`config.mk`:
```
export PLATFORM = sky130hd
export DESIGN_NAME = div_flat
export DESIGN_NICKNAME = d
export VERILOG_FILES = /design/src/rtl/div_pkg.sv /design/src/rtl/div_if.sv /design/src/rtl/div_step.sv /design/src/rtl/div.sv /design/src/flat_wrapper.sv
export SDC_FILE = /design/constraint.sdc
export NUM_CORES = 1
export LEC_CHECK = 0
export ABC_AREA = 1
export BUFFER_PORTS_ARGS = -buffer_cell sky130_fd_sc_hd__buf_2
export CORE_MARGIN = 2
export CORE_UTILIZATION = 45
export DETAILED_ROUTE_END_ITERATION = 8
export SLEW_MARGIN = 20
export SYNTH_ARGS = -nofsm -noshare
export SYNTH_HDL_FRONTEND = slang
export SYNTH_SLANG_ARGS = --single-unit
```
`constraint.sdc`:
```
create_clock -name clk_i -period 3.65 [get_ports clk_i]
set_clock_uncertainty 0.05 [all_clocks]
set_input_delay 0.365 -clock clk_i [delete_from_list [all_inputs] [get_ports clk_i]]
set_output_delay 0.365 -clock clk_i [all_outputs]
set_load 0.1 [all_outputs]
```
`src/rtl/div_pkg.sv`:
```
// Shared types and constants for the iterative restoring divider.
// Optional signed support is enabled with DIV_SIGNED_EN.
package div_pkg;

  typedef enum logic [1:0] {
    IDLE = 2'd0,
    BUSY = 2'd1,
    DONE = 2'd2
  } state_e;

  localparam int DIV_XLEN = 32;

  localparam logic [DIV_XLEN-1:0] DIV_BY0_Q = '1;

endpackage

```
`src/rtl/div_if.sv`:
```
// Request/result bundle between the execute unit and the divider.
// Carries signed_i only when DIV_SIGNED_EN is defined.
interface div_if #(
  parameter int XLEN = 32
);

  logic            req_i;
  logic [XLEN-1:0] a_i;
  logic [XLEN-1:0] b_i;
  logic            ready_o;
  logic [XLEN-1:0] quotient_o;
  logic [XLEN-1:0] remainder_o;
`ifdef DIV_SIGNED_EN
  logic            signed_i;
`endif

  modport master (
    output req_i, a_i, b_i,
    input  ready_o, quotient_o, remainder_o
`ifdef DIV_SIGNED_EN
    , output signed_i
`endif
  );

  modport slave (
    input  req_i, a_i, b_i,
    output ready_o, quotient_o, remainder_o
`ifdef DIV_SIGNED_EN
    , input signed_i
`endif
  );

endinterface

```
`src/rtl/div_step.sv`:
```
// One combinational restoring-division step on the {rem,quo} pair.
// The subtract is one bit wider so its MSB is the borrow.
module div_step #(
  parameter int XLEN = 32
) (
  input  logic [XLEN-1:0] rem_i,
  input  logic [XLEN-1:0] quo_i,
  input  logic [XLEN-1:0] dvs_i,
  output logic [XLEN-1:0] rem_o,
  output logic [XLEN-1:0] quo_o
);

  logic [XLEN:0] sh;
  logic [XLEN:0] trial;

  assign sh    = {rem_i, quo_i[XLEN-1]};
  assign trial = sh - {1'b0, dvs_i};

  // rem < dvs always, so the kept value fits in XLEN bits
  assign rem_o = trial[XLEN] ? sh[XLEN-1:0] : trial[XLEN-1:0];
  assign quo_o = {quo_i[XLEN-2:0], ~trial[XLEN]};

endmodule

```
`src/rtl/div.sv`:
```
// Iterative radix-2 restoring divider, XLEN steps per operation.
// Define DIV_SIGNED_EN to add two's-complement operands via signed_i.
module div
  import div_pkg::*;
#(
  parameter int XLEN = DIV_XLEN
) (
  input  logic clk_i,
  input  logic rst_ni,
  div_if.slave bus
);

  localparam int CW = $clog2(XLEN);
  localparam logic [CW-1:0] LAST = CW'(XLEN - 1);

  state_e          state_q;
  logic [CW-1:0]   cnt_q;
  logic [XLEN-1:0] rem_q;
  logic [XLEN-1:0] quo_q;
  logic [XLEN-1:0] dvs_q;
  logic            ready_q;
  logic [XLEN-1:0] quo_out_q;
  logic [XLEN-1:0] rem_out_q;
  logic            negq_q;
  logic            negr_q;

  logic [XLEN-1:0] rem_d;
  logic [XLEN-1:0] quo_d;
  logic [XLEN-1:0] a_mag;
  logic [XLEN-1:0] b_mag;
  logic            a_neg;
  logic            b_neg;
  logic [XLEN-1:0] q_fin;
  logic [XLEN-1:0] r_fin;

`ifdef DIV_SIGNED_EN
  assign a_neg = bus.signed_i & bus.a_i[XLEN-1];
  assign b_neg = bus.signed_i & bus.b_i[XLEN-1];
  assign a_mag = a_neg ? -bus.a_i : bus.a_i;
  assign b_mag = b_neg ? -bus.b_i : bus.b_i;
  assign q_fin = negq_q ? -quo_d : quo_d;
  assign r_fin = negr_q ? -rem_d : rem_d;
`else
  assign a_neg = 1'b0;
  assign b_neg = 1'b0;
  assign a_mag = bus.a_i;
  assign b_mag = bus.b_i;
  assign q_fin = quo_d;
  assign r_fin = rem_d;
`endif

  div_step #(.XLEN(XLEN)) u_step (
    .rem_i (rem_q),
    .quo_i (quo_q),
    .dvs_i (dvs_q),
    .rem_o (rem_d),
    .quo_o (quo_d)
  );

  always_ff @(posedge clk_i or negedge rst_ni) begin
    if (!rst_ni) begin
      state_q   <= IDLE;
      cnt_q     <= '0;
      rem_q     <= '0;
      quo_q     <= '0;
      dvs_q     <= '0;
      ready_q   <= 1'b0;
      quo_out_q <= '0;
      rem_out_q <= '0;
      negq_q    <= 1'b0;
      negr_q    <= 1'b0;
    end else begin
      unique case (state_q)
        IDLE: begin
          ready_q <= 1'b0;
          if (bus.req_i) begin
            if (bus.b_i == '0) begin
              quo_out_q <= DIV_BY0_Q[XLEN-1:0];
              rem_out_q <= bus.a_i;
              state_q   <= DONE;
            end else begin
              rem_q   <= '0;
              quo_q   <= a_mag;
              dvs_q   <= b_mag;
              negq_q  <= a_neg ^ b_neg;
              negr_q  <= a_neg;
              cnt_q   <= '0;
              state_q <= BUSY;
            end
          end
        end
        BUSY: begin
          if (!bus.req_i) begin
            cnt_q   <= '0;
            state_q <= IDLE;
          end else begin
            rem_q <= rem_d;
            quo_q <= quo_d;
            cnt_q <= cnt_q + 1'b1;
            if (cnt_q == LAST) begin
              quo_out_q <= q_fin;
              rem_out_q <= r_fin;
              cnt_q     <= '0;
              state_q   <= DONE;
            end
          end
        end
        DONE: begin
          // ready follows req one edge later, giving XLEN+1 total latency
          ready_q <= bus.req_i;
          if (!bus.req_i) state_q <= IDLE;
        end
        default: state_q <= IDLE;
      endcase
    end
  end

  assign bus.ready_o     = ready_q;
  assign bus.quotient_o  = quo_out_q;
  assign bus.remainder_o = rem_out_q;

endmodule

```
`src/flat_wrapper.sv`:
```
// flat-port wrapper written by rule: the top's interface ports become plain ports
module div_flat import div_pkg::*;
#(
  parameter int XLEN = DIV_XLEN
)
  (clk_i, rst_ni, bus_req_i, bus_a_i, bus_b_i, bus_ready_o, bus_quotient_o, bus_remainder_o);
  div_if #(.XLEN(XLEN)) bus_i ();
  input  logic clk_i;
  input  logic rst_ni;
  input wire logic [$bits(bus_i.req_i)-1:0] bus_req_i;
  input wire logic [$bits(bus_i.a_i)-1:0] bus_a_i;
  input wire logic [$bits(bus_i.b_i)-1:0] bus_b_i;
  output wire logic [$bits(bus_i.ready_o)-1:0] bus_ready_o;
  output wire logic [$bits(bus_i.quotient_o)-1:0] bus_quotient_o;
  output wire logic [$bits(bus_i.remainder_o)-1:0] bus_remainder_o;
  assign bus_i.req_i = bus_req_i;
  assign bus_i.a_i = bus_a_i;
  assign bus_i.b_i = bus_b_i;
  assign bus_ready_o = bus_i.ready_o;
  assign bus_quotient_o = bus_i.quotient_o;
  assign bus_remainder_o = bus_i.remainder_o;
  div #(.XLEN(XLEN)) u_core (.clk_i(clk_i), .rst_ni(rst_ni), .bus(bus_i));
endmodule
```
==> results of run 1 <==
==> synth_stat cells (5+ instances only) <==
master	count	area share, %
sky130_fd_sc_hd__nand2_1	529	19
sky130_fd_sc_hd__inv_1	272	9.6
sky130_fd_sc_hd__dfrtp_1	168	40
sky130_fd_sc_hd__nor2_1	121	4.3
sky130_fd_sc_hd__nand3_1	106	5.0
sky130_fd_sc_hd__o21ai_0	95	4.5
sky130_fd_sc_hd__ha_1	34	4.0
sky130_fd_sc_hd__a31oi_1	32	1.9
sky130_fd_sc_hd__clkbuf_1	26	0.92
sky130_fd_sc_hd__or2_2	24	1.4
sky130_fd_sc_hd__nand3_2	21	2.0
sky130_fd_sc_hd__buf_2	16	0.75
sky130_fd_sc_hd__xor2_1	16	1.3
sky130_fd_sc_hd__a21oi_1	15	0.71
sky130_fd_sc_hd__nand2_2	10	0.59
sky130_fd_sc_hd__nor3_1	9	0.42
sky130_fd_sc_hd__or2_1	9	0.53
sky130_fd_sc_hd__nand4_1	8	0.47
sky130_fd_sc_hd__and2_1	7	0.41
sky130_fd_sc_hd__buf_6	6	0.63
sky130_fd_sc_hd__buf_4	5	0.35
sky130_fd_sc_hd__inv_2	5	0.18
==> worst max-delay path, cell delays in order, from the launching register on <==
cell                      delay (ns)
sky130_fd_sc_hd__dfrtp_1        0.45
sky130_fd_sc_hd__ha_1           0.42
sky130_fd_sc_hd__nand2_1        0.15
sky130_fd_sc_hd__nor2_1         0.16
sky130_fd_sc_hd__inv_1          0.10
sky130_fd_sc_hd__nor3_1         0.41
sky130_fd_sc_hd__nand3_1        0.24
sky130_fd_sc_hd__nand3_1        0.13
sky130_fd_sc_hd__nand2_1        0.06
sky130_fd_sc_hd__nand2_1        0.12
sky130_fd_sc_hd__nand3_1        0.13
sky130_fd_sc_hd__nand3_1        0.16
sky130_fd_sc_hd__nand2_1        0.06
sky130_fd_sc_hd__inv_1          0.04
==> power breakdown <==
| group | internal (mW) | total [mW] | switching [mW] |
|---|---|---|---|
| clock network | 1.01 | 1.93 | 0.921 |
| registers | 2.53 | 2.84 | 0.311 |
| logic | 1.31 | 6.18 | 4.87 |
| total | 4.85 | 10.9 | 6.10 |
==> kinds of logic after synthesis <==
kind of cell    count (synthesis)
xor+xnor                       17
flops                         168
buf+inv                       334
compound gates                150
simple gates                  852
fa+ha+maj                      35
==> worst paths after layout <==
check	slack, ns	start	end	cells past startpoint
min in group asynchronous	0.46	rst_ni	u_core.dvs_q[26]$_DFFE_PN0P_	2
max reg2reg	0.93	u_core.rem_q[20]$_DFFE_PN0P_	u_core.bus.remainder_o[22]$_DFFE_PN0P_	13
max in group asynchronous	2.26	rst_ni	u_core.quo_q[21]$_DFFE_PN0P_	3
min	0.09	bus_b_i[29]	u_core.dvs_q[29]$_DFFE_PN0P_	3
max	0.93	u_core.rem_q[20]$_DFFE_PN0P_	u_core.bus.remainder_o[22]$_DFFE_PN0P_	13
min reg2reg	0.44	u_core.dvs_q[0]$_DFFE_PN0P_	u_core.dvs_q[0]$_DFFE_PN0P_	2
==> per-layer routing <==
layer | part of all wire (%) | wire [µm] | vias to the layer above | GRT usage (%)
met5 | 0 | 0 | - | 0
met3 | 5.1 | 1561 | 24 | 4.517
met1 | 50 | 15150 | 4581 | 37.91
met4 | 1.2 | 371 | 0 | 5.844
li1 | - | - | 4977 | -
met2 | 44 | 13370 | 222 | 37.95
==> metrics by stage <==
step                      setup WS (ns)  util (%)
after detailed placement         0.9341     49.45
after CTS                        0.9234     52.15
final                            0.9335     52.15
after global routing             0.6736     52.15
after global placement           0.9348     49.45
after floorplan                   1.436         -
==> state kept, by name, indices dropped and copies added (netlist names) <==
register,cells
u_core.bus.quotient_o,32
u_core.bus.ready_o,1
u_core.bus.remainder_o,32
u_core.cnt_q,5
u_core.dvs_q,32
u_core.quo_q,32
u_core.rem_q,32
u_core.state_q,2
==> final cells by class <==
type	count	area, µm²	area share [%]
clock buffers	18	439.2	3.609
clock inverters	14	181.4	1.491
inverters	279	1049	8.617
multi-input cells	1054	5094	41.86
flip-flops and latches	168	4204	34.55
well taps	319	399.1	3.280
repair buffers	146	802.0	6.591
==> qor.tcl, run 1 <==
set qor(grt_setup_unrepaired) {no}
set qor(synth-compound-area-share_pct) 7.665
set qor(routed_via_density) 4.907
set qor(cp-start-kind) {flip-flop}
set qor(drc) 0
set qor(min_path_type) {in -> reg}
set qor(post_route_cells_drive_above_1_share_pct) 14.83
set qor(timing.final.max_slew_violations) 0
set qor(cts_setup_buffers) 0
set qor(leading_cell_types_in_the_layout_fill_and_taps_excluded) {sky130_fd_sc_hd__nand2_1 (529), sky130_fd_sc_hd__inv_1 (272), sky130_fd_sc_hd__dfrtp_1 (168)}
set qor(min_period_over_period_pct) 74.42
set qor(p_leak_nw) 6.900
set qor(synth_simple_gate_area_share_pct) 34.41
set qor(post_synth.cell_area_avg_um2) 6.840
set qor(critical_path_peak_fanout) 5
set qor(post_synth_instance_area_um2) 10640
set qor(numCtsBuffers) 17
set qor(wire_per_inst_um) 15.24
set qor(antenna_cells_inserted) 0
set qor(global_route.overflow_total) 0
set qor(mostFrequentLayoutCell) {sky130_fd_sc_hd__nand2_1}
set qor(synth_nets) 1658
set qor(worst_ep_arrival_time_ns) 3.06
set qor(tightestPinTransition_ns) 0.8043
set qor(synth-adder-area-share_pct) 4.185
set qor(muxShareOfSynthArea_pct) 0
set qor(netlist_instances) 1556
set qor(synthDistinctLibCells) 38
set qor(cts_max_path_buffers) 2
set qor(cp.required_ns) 3.99
set qor(timing_worst_setup_path_type) {reg -> reg}
set qor(cts_resized) 0
set qor(clock_sink_total) 168
set qor(ir_drop_uv) 822.8
set qor(finalPower_mw) 10.95
set qor(htree_levels) 4
set qor(detailed_place.area_um2) 11540
set qor(power.density_nw_per_um2) 899.6
set qor(final_antenna_net_count) 0
set qor(row_count) 56
set qor(final.fill_count) 2400
set qor(detail_route.iter0.violations) 750
set qor(maxClockFrequency_mhz) 368.1
set qor(hold_slack_final_ns) 0.09114
set qor(placed_wire_length_estimate_mm) 22.97
set qor(timing.max_cap.violations) 0
set qor(clock_latency_of_the_later_clocked_register_in_the_worst_skew_pair_ns) 0.45
set qor(floorplan.initialDensity_pct) 45.61
set qor(via_count_of_the_first_global_routing_pass) 9136
set qor(vias) 9804
set qor(postSynthRegisterBits) 168
set qor(grt_antenna_before_repair) 0
set qor(synth-edff-count) 0
set qor(areaGrowthSynthToFinish_pct) 14.33
set qor(clk_pin_slew_ns) 0.08
set qor(number_of_placed_i_o_pins) 132
set qor(report.final.setup_viol) 0
set qor(die_h_um) 157.8
set qor(gp_congestion) 0.9238
set qor(fp.dieW_um) 157.8
set qor(final_hold_viol_count) 0
set qor(cts_tree) {yes}
set qor(drt_wl_total_mm) 30.46
set qor(largest_family_of_logic_cells_by_synthesized_area) {simple AND/OR/NAND/NOR gates}
set qor(yosysWarningCount) 0
set qor(ys_seq_area_share_pct) 39.50
set qor(grt_pass1_wl_mm) 48.75
set qor(postSynth.topFlopCell) {sky130_fd_sc_hd__dfrtp_1}
set qor(layout.nets) 1768
set qor(share_of_synthesized_flip_flops_with_an_asynchronous_set_or_reset_pct) 100.0
set qor(die_area_um2) 24900
set qor(slew_headroom_pct) 46.38
set qor(grt_start_max_net_pins) 80
set qor(run_status) {finished, final reports clean}
set qor(cts-root-buf) {sky130_fd_sc_hd__clkbuf_16}
set qor(synth_xor_area_share_pct) 1.399
set qor(post_cts_hold_buffer_count) 1
set qor(fin_area_um2) 12170
set qor(io_buffers) 131
set qor(core_region_area_um2) 23330
set qor(period_minus_ws_final_ns) 2.716
set qor(finish.cell_count_without_fillers) 1998
set qor(grt_util_all_layers_pct) 25.32
set qor(post-place-cells) 1965
set qor(drt_pass1_iterations) 5
set qor(fin_tns_setup_ns) 0
set qor(critical_path.endpoint_type) {flip-flop}
(Power assumes the default switching activity.)
==> inputs of run 2 (changes only) <==
PLACE_DENSITY = 0.67   (was default)
clock period = 2.4 ns   (was 3.65 ns; I/O delays follow)
==> qor.tcl, run 2 (synthesis results as in run 1) <==
set qor(power.density_nw_per_um2) 1265 ;# +41%
set qor(cp_slowest_cell) {sky130_fd_sc_hd__dfrtp_1}
set qor(clk_pin_slew_ns) 0.07 ;# about the same
set qor(timing.reg2reg.worst_path_depth) 15 ;# +2
set qor(multi_input_area_um2) 5807 ;# +14%
set qor(p_leak_nw) 7.683 ;# +11%
set qor(grt_util_all_layers_pct) 25.61 ;# +0.30 points
set qor(report.final.setup_viol) 3 ;# +3
set qor(ir_drop_uv) 1112 ;# +35%
set qor(rr_endpoint) {u_core.rem_q[26]$_DFFE_PN0P_}
set qor(global_route.overflow_total) 0 ;# unchanged
set qor(timing_worst_setup_path_type) {reg -> reg}
set qor(cts_tree) {yes}
set qor(finish.cell_count_without_fillers) 2131 ;# +6.7%
set qor(final_hold_viol_count) 0 ;# unchanged
set qor(drt_pass1_iterations) 7 ;# +2
set qor(max_stage_delay_ns) 0.43 ;# -0.02 ns
set qor(critical_path.endpoint_type) {flip-flop}
set qor(wire_per_inst_um) 15.28 ;# +0.25%
set qor(final_antenna_net_count) 0 ;# unchanged
set qor(cp.required_ns) 2.73 ;# -1.26 ns
set qor(timing.max_cap.violations) 0 ;# unchanged
set qor(post-place-cells) 2058 ;# +4.7%
set qor(grt_antenna_before_repair) 0 ;# unchanged
set qor(detail_route.iter0.violations) 820 ;# +9.3%
set qor(ff_latch_area_um2) 4207 ;# about the same
set qor(io_buffers) 131 ;# unchanged
set qor(grt_setup_unrepaired) {yes}
set qor(drc) 0 ;# unchanged
set qor(gp_congestion) 0.9222 ;# -0.17%
set qor(leading_cell_types_in_the_layout_fill_and_taps_excluded) {sky130_fd_sc_hd__nand2_1 (512), sky130_fd_sc_hd__inv_1 (268), sky130_fd_sc_hd__dfrtp_1 (166)}
set qor(min_period_over_period_pct) 100.6 ;# +26 points
set qor(timing.final.ws_setup_ns) -0.01444 ;# -0.9479 ns
set qor(number_of_placed_i_o_pins) 132 ;# unchanged
set qor(htree_levels) 4 ;# unchanged
set qor(tightestPinTransition_ns) 0.8451 ;# +0.04076 ns
set qor(fp.dieW_um) 157.8 ;# unchanged
set qor(drt_wl_total_mm) 32.56 ;# +6.9%
set qor(worst_ep_arrival_time_ns) 2.74 ;# -0.32 ns
set qor(hold_end) {u_core.dvs_q[31]$_DFFE_PN0P_}
set qor(mostFrequentLayoutCell) {sky130_fd_sc_hd__nand2_1}
set qor(critical_path_buf_inv_count) 3 ;# +1
set qor(floorplan.initialDensity_pct) 45.61 ;# unchanged
set qor(die_h_um) 157.8 ;# unchanged
set qor(path_cells) {ha_1, nand2_2, inv_1, nand2_1, nand2_1, inv_1, nand2_1, a21oi_4, nand3_2, nand2_8, buf_12, nand3_4, nand2_1, nand2_1, nand2_1}
set qor(cts_max_path_buffers) 2 ;# unchanged
set qor(via_count_of_the_first_global_routing_pass) 9812 ;# +7.4%
set qor(grt_pass1_wl_mm) 49.82 ;# +2.2%
set qor(clock_latency_of_the_later_clocked_register_in_the_worst_skew_pair_ns) 0.44 ;# about the same
set qor(vias) 10650 ;# +8.6%
set qor(antenna_cells_inserted) 0 ;# unchanged
set qor(layout.nets) 1901 ;# +7.5%
set qor(hold-path-cell-count) 3 ;# unchanged
set qor(fin_tns_setup_ns) -0.01830 ;# -0.01830 ns
set qor(slew_headroom_pct) 43.66 ;# -2.7 points
set qor(placed_wire_length_estimate_mm) 23.84 ;# +3.8%
set qor(critical-path-top-delay-family) {simple AND/OR/NAND/NOR gates}
set qor(grt_start_max_net_pins) 65 ;# -19%
set qor(die_area_um2) 24900 ;# unchanged
set qor(r2r_slack_ns) -0.01 ;# -0.95 ns
set qor(cp-start-kind) {flip-flop}
set qor(core_region_area_um2) 23330 ;# unchanged
set qor(finalPower_mw) 17.89 ;# +63%
set qor(final.fill_count) 2118 ;# -12%
set qor(cts-root-buf) {sky130_fd_sc_hd__clkbuf_16}
set qor(period_minus_ws_final_ns) 2.414 ;# -0.3021 ns
set qor(numCtsBuffers) 17 ;# unchanged
set qor(run_status) {complete, but fails checks}
set qor(post_route_cells_drive_above_1_share_pct) 25.94 ;# +11 points
set qor(critical_path_peak_fanout) 8 ;# +3
set qor(violated_checks) {negative setup slack}
set qor(maxClockFrequency_mhz) 414.2 ;# +13%
set qor(areaGrowthSynthToFinish_pct) 32.92
set qor(row_count) 56 ;# unchanged
set qor(clock_sink_total) 168 ;# unchanged
set qor(min_path_type) {in -> reg}
set qor(critical-path-top-cell-by-count) {sky130_fd_sc_hd__nand2_1}
set qor(r2r-start) {u_core.rem_q[21]$_DFFE_PN0P_}
set qor(routed_via_density) 4.998 ;# +1.9%
set qor(hp_start) {bus_b_i[31]}
set qor(timing.final.max_slew_violations) 0 ;# unchanged
==> run 2: worst max path at each step <==
stage          slack [ns]                                      to                         start  depth (start not counted)
5_1_grt             -0.14            u_core.rem_q[26]$_DFFE_PN0P_  u_core.dvs_q[18]$_DFFE_PN0P_                         16
4_1_cts             0.004  u_core.bus.remainder_o[10]$_DFFE_PN0P_                   bus_b_i[15]                         15
3_3_place_gp        -0.04  u_core.bus.remainder_o[15]$_DFFE_PN0P_  u_core.quo_q[31]$_DFFE_PN0P_                         18
3_5_place_dp        -0.06  u_core.bus.remainder_o[15]$_DFFE_PN0P_  u_core.quo_q[31]$_DFFE_PN0P_                         18
6_report            -0.01            u_core.rem_q[26]$_DFFE_PN0P_  u_core.rem_q[21]$_DFFE_PN0P_                         15
2_1_floorplan        0.19  u_core.bus.remainder_o[15]$_DFFE_PN0P_  u_core.quo_q[31]$_DFFE_PN0P_                         19
==> run 2: area by class of cell <==
cell class | count | area share (%)
clock buffer | 18 | 3.105
inverter | 279 | 7.412
tap | 319 | 2.822
clock inverter | 14 | 1.221
sequential | 168 | 29.74
timing repair buffer | 279 | 14.66
multi-input combinational | 1054 | 41.05
==> run 2: what timing repair did <==
item                                    CTS  global route
setup buffers                             0             7
endpoints found under the hold margin    83             0
endpoints found under the setup margin   44            97
cloned                                    0             3
resized for setup                         5           139
pin swaps                                 6            42
hold buffers                             31             0
==> run 2: layer usage <==
metal / GRT usage (%) / vias up / part of all wire (%)
met5: 0 / - / 0
met4: 6.797 / 0 / 2.2
met3: 4.325 / 41 / 6.5
met2: 39.57 / 350 / 45
met1: 37.20 / 4993 / 46
li1: - / 5267 / -
==> run 2: stage by stage <==
| stage | hold slack [ns] | util [%] | setup slack [ns] | instance area [µm²] |
|---|---|---|---|---|
| after floorplan | -0.1056 | - | 0.1860 | 10640 |
| after global placement | 0.1932 | 53.03 | -0.04260 | 12370 |
| after detailed placement | 0.1928 | 53.03 | -0.06350 | 12370 |
| after CTS | 0.00008366 | 57.07 | 0.004345 | 13320 |
| after global routing | 0.02268 | 60.63 | -0.1400 | 14150 |
| final | 0.007897 | 60.63 | -0.01444 | 14150 |
==> run 2: worst min-delay path: cells and delay by family <==
kind	cells	cell delay [ns]
compound gates	1	0.07
simple gates	1	0.05
buf+inv	1	0.10
==> run 2: power by group <==
group | total [mW] | internal, mW | switching [mW]
clock network | 2.88 | 1.53 | 1.36
logic | 10.7 | 2.76 | 7.95
registers | 4.29 | 3.85 | 0.446
total | 17.9 | 8.13 | 9.76
==> inputs of run 3 (changes only) <==
ABC_AREA = default   (was 1)
PLACE_DENSITY = 0.68   (was 0.67)
==> qor.tcl, run 3 <==
set qor(run_status) {complete, but fails checks}
set qor(violated_checks) {negative setup slack}
set qor(groute.layer.met3.usage_pct) 3.688 ;# -0.64 points
set qor(detail_route.iter0.violations) 473 ;# -42%
set qor(hp_start) {bus_b_i[26]}
set qor(timing.final.ws_setup_ns) -0.5327 ;# -0.5182 ns
set qor(timing.max_cap.violations) 0 ;# unchanged
set qor(placed_wire_length_estimate_mm) 19.35 ;# -19%
set qor(antenna_cells_inserted) 0 ;# unchanged
set qor(vias) 8411 ;# -21%
set qor(critical_path.endpoint_type) {flip-flop}
set qor(hold-path-cell-count) 2 ;# -1
set qor(grt_start_max_net_pins) 71 ;# +9.2%
set qor(finish.cell_count_without_fillers) 1573 ;# -26%
set qor(timing.reg2reg.worst_path_depth) 12 ;# -3
set qor(cts-root-buf) {sky130_fd_sc_hd__clkbuf_16}
set qor(grt_util_all_layers_pct) 25.16 ;# -0.45 points
set qor(critical_path_buf_inv_count) 3 ;# unchanged
set qor(post_synth.cell_area_avg_um2) 9.039 ;# +32%
set qor(period_minus_ws_final_ns) 2.933 ;# +0.5182 ns
set qor(cts_max_path_buffers) 2 ;# unchanged
set qor(place_worst_setup_slack_ns) -0.9101 ;# -0.8466 ns
set qor(final_hold_viol_count) 0 ;# unchanged
set qor(cp.required_ns) 2.68 ;# -0.05 ns
set qor(grt_setup_unrepaired) {yes}
set qor(fp.dieW_um) 146.6 ;# -7.1%
set qor(io_buffers) 131 ;# unchanged
set qor(cts_tree) {yes}
set qor(post_synth_instance_area_um2) 9148 ;# -14%
set qor(maxClockFrequency_mhz) 341.0 ;# -18%
set qor(min_path_type) {in -> reg}
set qor(synth.area.top_cells) {sky130_fd_sc_hd__dfrtp_1 (46%), sky130_fd_sc_hd__nand2_1 (8.0%), sky130_fd_sc_hd__o21ai_0 (6.5%), sky130_fd_sc_hd__a21oi_1 (4.8%), sky130_fd_sc_hd__ha_1 (4.7%)}
set qor(fin_area_um2) 12530 ;# -11%
set qor(p_leak_nw) 6.386 ;# -17%
set qor(floorplan.initialDensity_pct) 45.50 ;# -0.11 points
set qor(layout.nets) 1392 ;# -27%
set qor(r2r-start) {u_core.rem_q[24]$_DFFE_PN0P_}
set qor(timing_worst_setup_path_type) {reg -> reg}
set qor(gp_congestion) 0.9337 ;# +1.2%
set qor(clk_pin_slew_ns) 0.08 ;# about the same
set qor(synth_nets) 1114 ;# -33%
set qor(post_route_cells_drive_above_1_share_pct) 35.30 ;# +9.4 points
set qor(ir_drop_uv) 781.6 ;# -30%
set qor(drt_pass1_iterations) 5 ;# -2
set qor(synth_top_area_cell) {sky130_fd_sc_hd__dfrtp_1}
set qor(row_count) 52 ;# -7.1%
set qor(via_count_of_the_first_global_routing_pass) 8504 ;# -13%
set qor(yosys.area.top_type_share_pct) 45.96 ;# +6.5 points
set qor(fin_tns_setup_ns) -26.79 ;# -26.77 ns
set qor(critical_path_peak_fanout) 5 ;# -3
set qor(path_cells) {ha_1, a21oi_1, o21ai_1, buf_4, a211oi_2, o2bb2ai_1, a311oi_4, buf_4, buf_8, mux2i_2, a21oi_1, a21o_1}
set qor(rr_endpoint) {u_core.bus.remainder_o[21]$_DFFE_PN0P_}
set qor(cp-start-kind) {flip-flop}
set qor(power.density_nw_per_um2) 1168 ;# -7.6%
set qor(wire_per_inst_um) 17.02 ;# +11%
set qor(slew_headroom_pct) 63.74 ;# +20 points
set qor(postSynth.topFlopCell) {sky130_fd_sc_hd__dfrtp_1}
set qor(drt_wl_total_mm) 26.78 ;# -18%
set qor(numCtsBuffers) 17 ;# unchanged
set qor(detailed_place.area_um2) 11300 ;# -8.7%
set qor(areaGrowthSynthToFinish_pct) 36.96
set qor(global_route.overflow_total) 0 ;# unchanged
set qor(clock_latency_of_the_later_clocked_register_in_the_worst_skew_pair_ns) 0.44 ;# about the same
set qor(mostFrequentLayoutCell) {sky130_fd_sc_hd__nand2_1}
set qor(leading_cell_types_in_the_layout_fill_and_taps_excluded) {sky130_fd_sc_hd__nand2_1 (189), sky130_fd_sc_hd__dfrtp_1 (167), sky130_fd_sc_hd__buf_4 (158)}
set qor(max_stage_delay_ns) 0.46 ;# +0.03 ns
set qor(die_h_um) 146.6 ;# -7.1%
set qor(cp_slowest_cell) {sky130_fd_sc_hd__dfrtp_2}
set qor(ys_seq_area_share_pct) 45.96 ;# +6.5 points
set qor(critical-path-top-delay-family) {compound AO/OA/AOI/OAI gates}
set qor(clock_sink_total) 168 ;# unchanged
set qor(r2r_slack_ns) -0.53 ;# -0.52 ns
set qor(use_met2_pct) 43.54 ;# +4.0 points
set qor(post-place-cells) 1521 ;# -26%
set qor(die_area_um2) 21480 ;# -14%
set qor(hold_end) {u_core.dvs_q[26]$_DFFE_PN0P_}
set qor(drc) 0 ;# unchanged
set qor(synth-edff-count) 0 ;# unchanged
set qor(yosysWarningCount) 0 ;# unchanged
set qor(core_region_area_um2) 20100 ;# -14%
set qor(min_period_over_period_pct) 122.2 ;# +22 points
set qor(report.final.setup_viol) 66 ;# +63
set qor(grt_busiest_layer) {met2}
set qor(postSynthRegisterBits) 168 ;# unchanged
set qor(netlist_instances) 1012 ;# -35%
set qor(hold_slack_final_ns) 0.01175 ;# +0.003850 ns
set qor(tightestPinTransition_ns) 0.5439 ;# -0.3012 ns
set qor(number_of_placed_i_o_pins) 132 ;# unchanged
set qor(post-synth-top-count-cell) {sky130_fd_sc_hd__nand2_1}
set qor(share_of_synthesized_flip_flops_with_an_asynchronous_set_or_reset_pct) 100.0 ;# unchanged
set qor(groute.layer.met1.usage_pct) 32.32 ;# -4.9 points
set qor(routed_via_density) 5.347 ;# +7.0%
set qor(synthDistinctLibCells) 59 ;# +55%
set qor(grt_pass1_wl_mm) 42.99 ;# -14%
set qor(final_antenna_net_count) 0 ;# unchanged
set qor(grt_antenna_before_repair) 0 ;# unchanged
set qor(worst_ep_arrival_time_ns) 3.22 ;# +0.48 ns
set qor(htree_levels) 4 ;# unchanged
set qor(yosys-top-cells-count) {sky130_fd_sc_hd__nand2_1 (196), sky130_fd_sc_hd__dfrtp_1 (168), sky130_fd_sc_hd__o21ai_0 (118)}
set qor(timing.final.max_slew_violations) 0 ;# unchanged
==> run 3: cell types whose count changed after synthesis, moves of 19 or more <==
| cell | change |
|---|---|
| sky130_fd_sc_hd__a21oi_1 | +72 |
| sky130_fd_sc_hd__a31oi_1 | -25 |
| sky130_fd_sc_hd__clkbuf_1 | +19 |
| sky130_fd_sc_hd__inv_1 | -232 |
| sky130_fd_sc_hd__mux2_2 | +33 |
| sky130_fd_sc_hd__mux2i_1 | +36 |
| sky130_fd_sc_hd__nand2_1 | -333 |
| sky130_fd_sc_hd__nand3_1 | -98 |
| sky130_fd_sc_hd__nand3_2 | -20 |
| sky130_fd_sc_hd__nor2_1 | -75 |
| sky130_fd_sc_hd__o21ai_0 | +23 |
| sky130_fd_sc_hd__o21ai_1 | +21 |
| sky130_fd_sc_hd__or2_2 | -21 |
==> run 3: routing by layer <==
metal / wire (µm) / vias to the layer above
li1: - / 4106
met4: 769 / 0
met2: 13440 / 212
met3: 1139 / 40
met5: 0 / -
met1: 11430 / 4053
==> run 3: what timing repair did <==
action	in CTS	in global routing
gates resized for setup	74	40
buffers inserted	12	2
hold buffers	5	0
hold endpoints to repair	53	0
setup endpoints to repair	66	97
pin swaps	24	12
cloned	1	1
==> run 3: worst max path at each step <==
stage                                       from  cells past startpoint  slack [ns]                                      to
detailed placement  u_core.dvs_q[15]$_DFFE_PN0P_                     12       -0.91   u_core.bus.remainder_o[0]$_DFFE_PN0P_
finish              u_core.rem_q[24]$_DFFE_PN0P_                     12       -0.53  u_core.bus.remainder_o[21]$_DFFE_PN0P_
floorplan           u_core.quo_q[31]$_DFFE_PN0P_                     14       -0.30   u_core.bus.remainder_o[1]$_DFFE_PN0P_
global placement    u_core.dvs_q[15]$_DFFE_PN0P_                     12       -0.75   u_core.bus.remainder_o[0]$_DFFE_PN0P_
global route        u_core.quo_q[31]$_DFFE_PN0P_                     14       -0.68  u_core.bus.remainder_o[21]$_DFFE_PN0P_
CTS                 u_core.quo_q[31]$_DFFE_PN0P_                     13       -0.50             u_core.rem_q[5]$_DFFE_PN0P_
==> run 3: final cells by class <==
cell class              instances  area (µm²)
clock inverters                15       157.7
inverters                      40       150.1
multi-input cells             747        4997
well taps                     270       337.8
repair buffers                316        2255
flip-flops and latches        168        4205
clock buffers                  17       425.4
fillers                      1713        7576
==> run 3: through the flow <==
step | util [%] | total power [mW]
global placement | 56.20 | 10.23
CTS | 61.15 | 14.00
floorplan | - | 7.403
finish | 62.32 | 14.63
global route | 62.32 | 15.54
detailed placement | 56.20 | 10.33
==> run 3: kinds of logic after synthesis <==
group | Yosys count | synth area share, %
AOI/OAI and AO/OA | 306 | 19.77
xor gates and xnor gates | 24 | 2.298
and+or+nand+nor | 313 | 14.77
DFF | 168 | 45.96
adders and majority gates | 35 | 4.869
muxes | 69 | 8.002
buffers and inverters | 97 | 4.336
==> run 3: power breakdown <==
part	leakage [nW]	internal (mW)	total [mW]	switching, mW
Combinational	3.89	4.06	8.21	4.16
Clock	0.280	1.39	2.74	1.35
Sequential	2.21	3.30	3.69	0.389
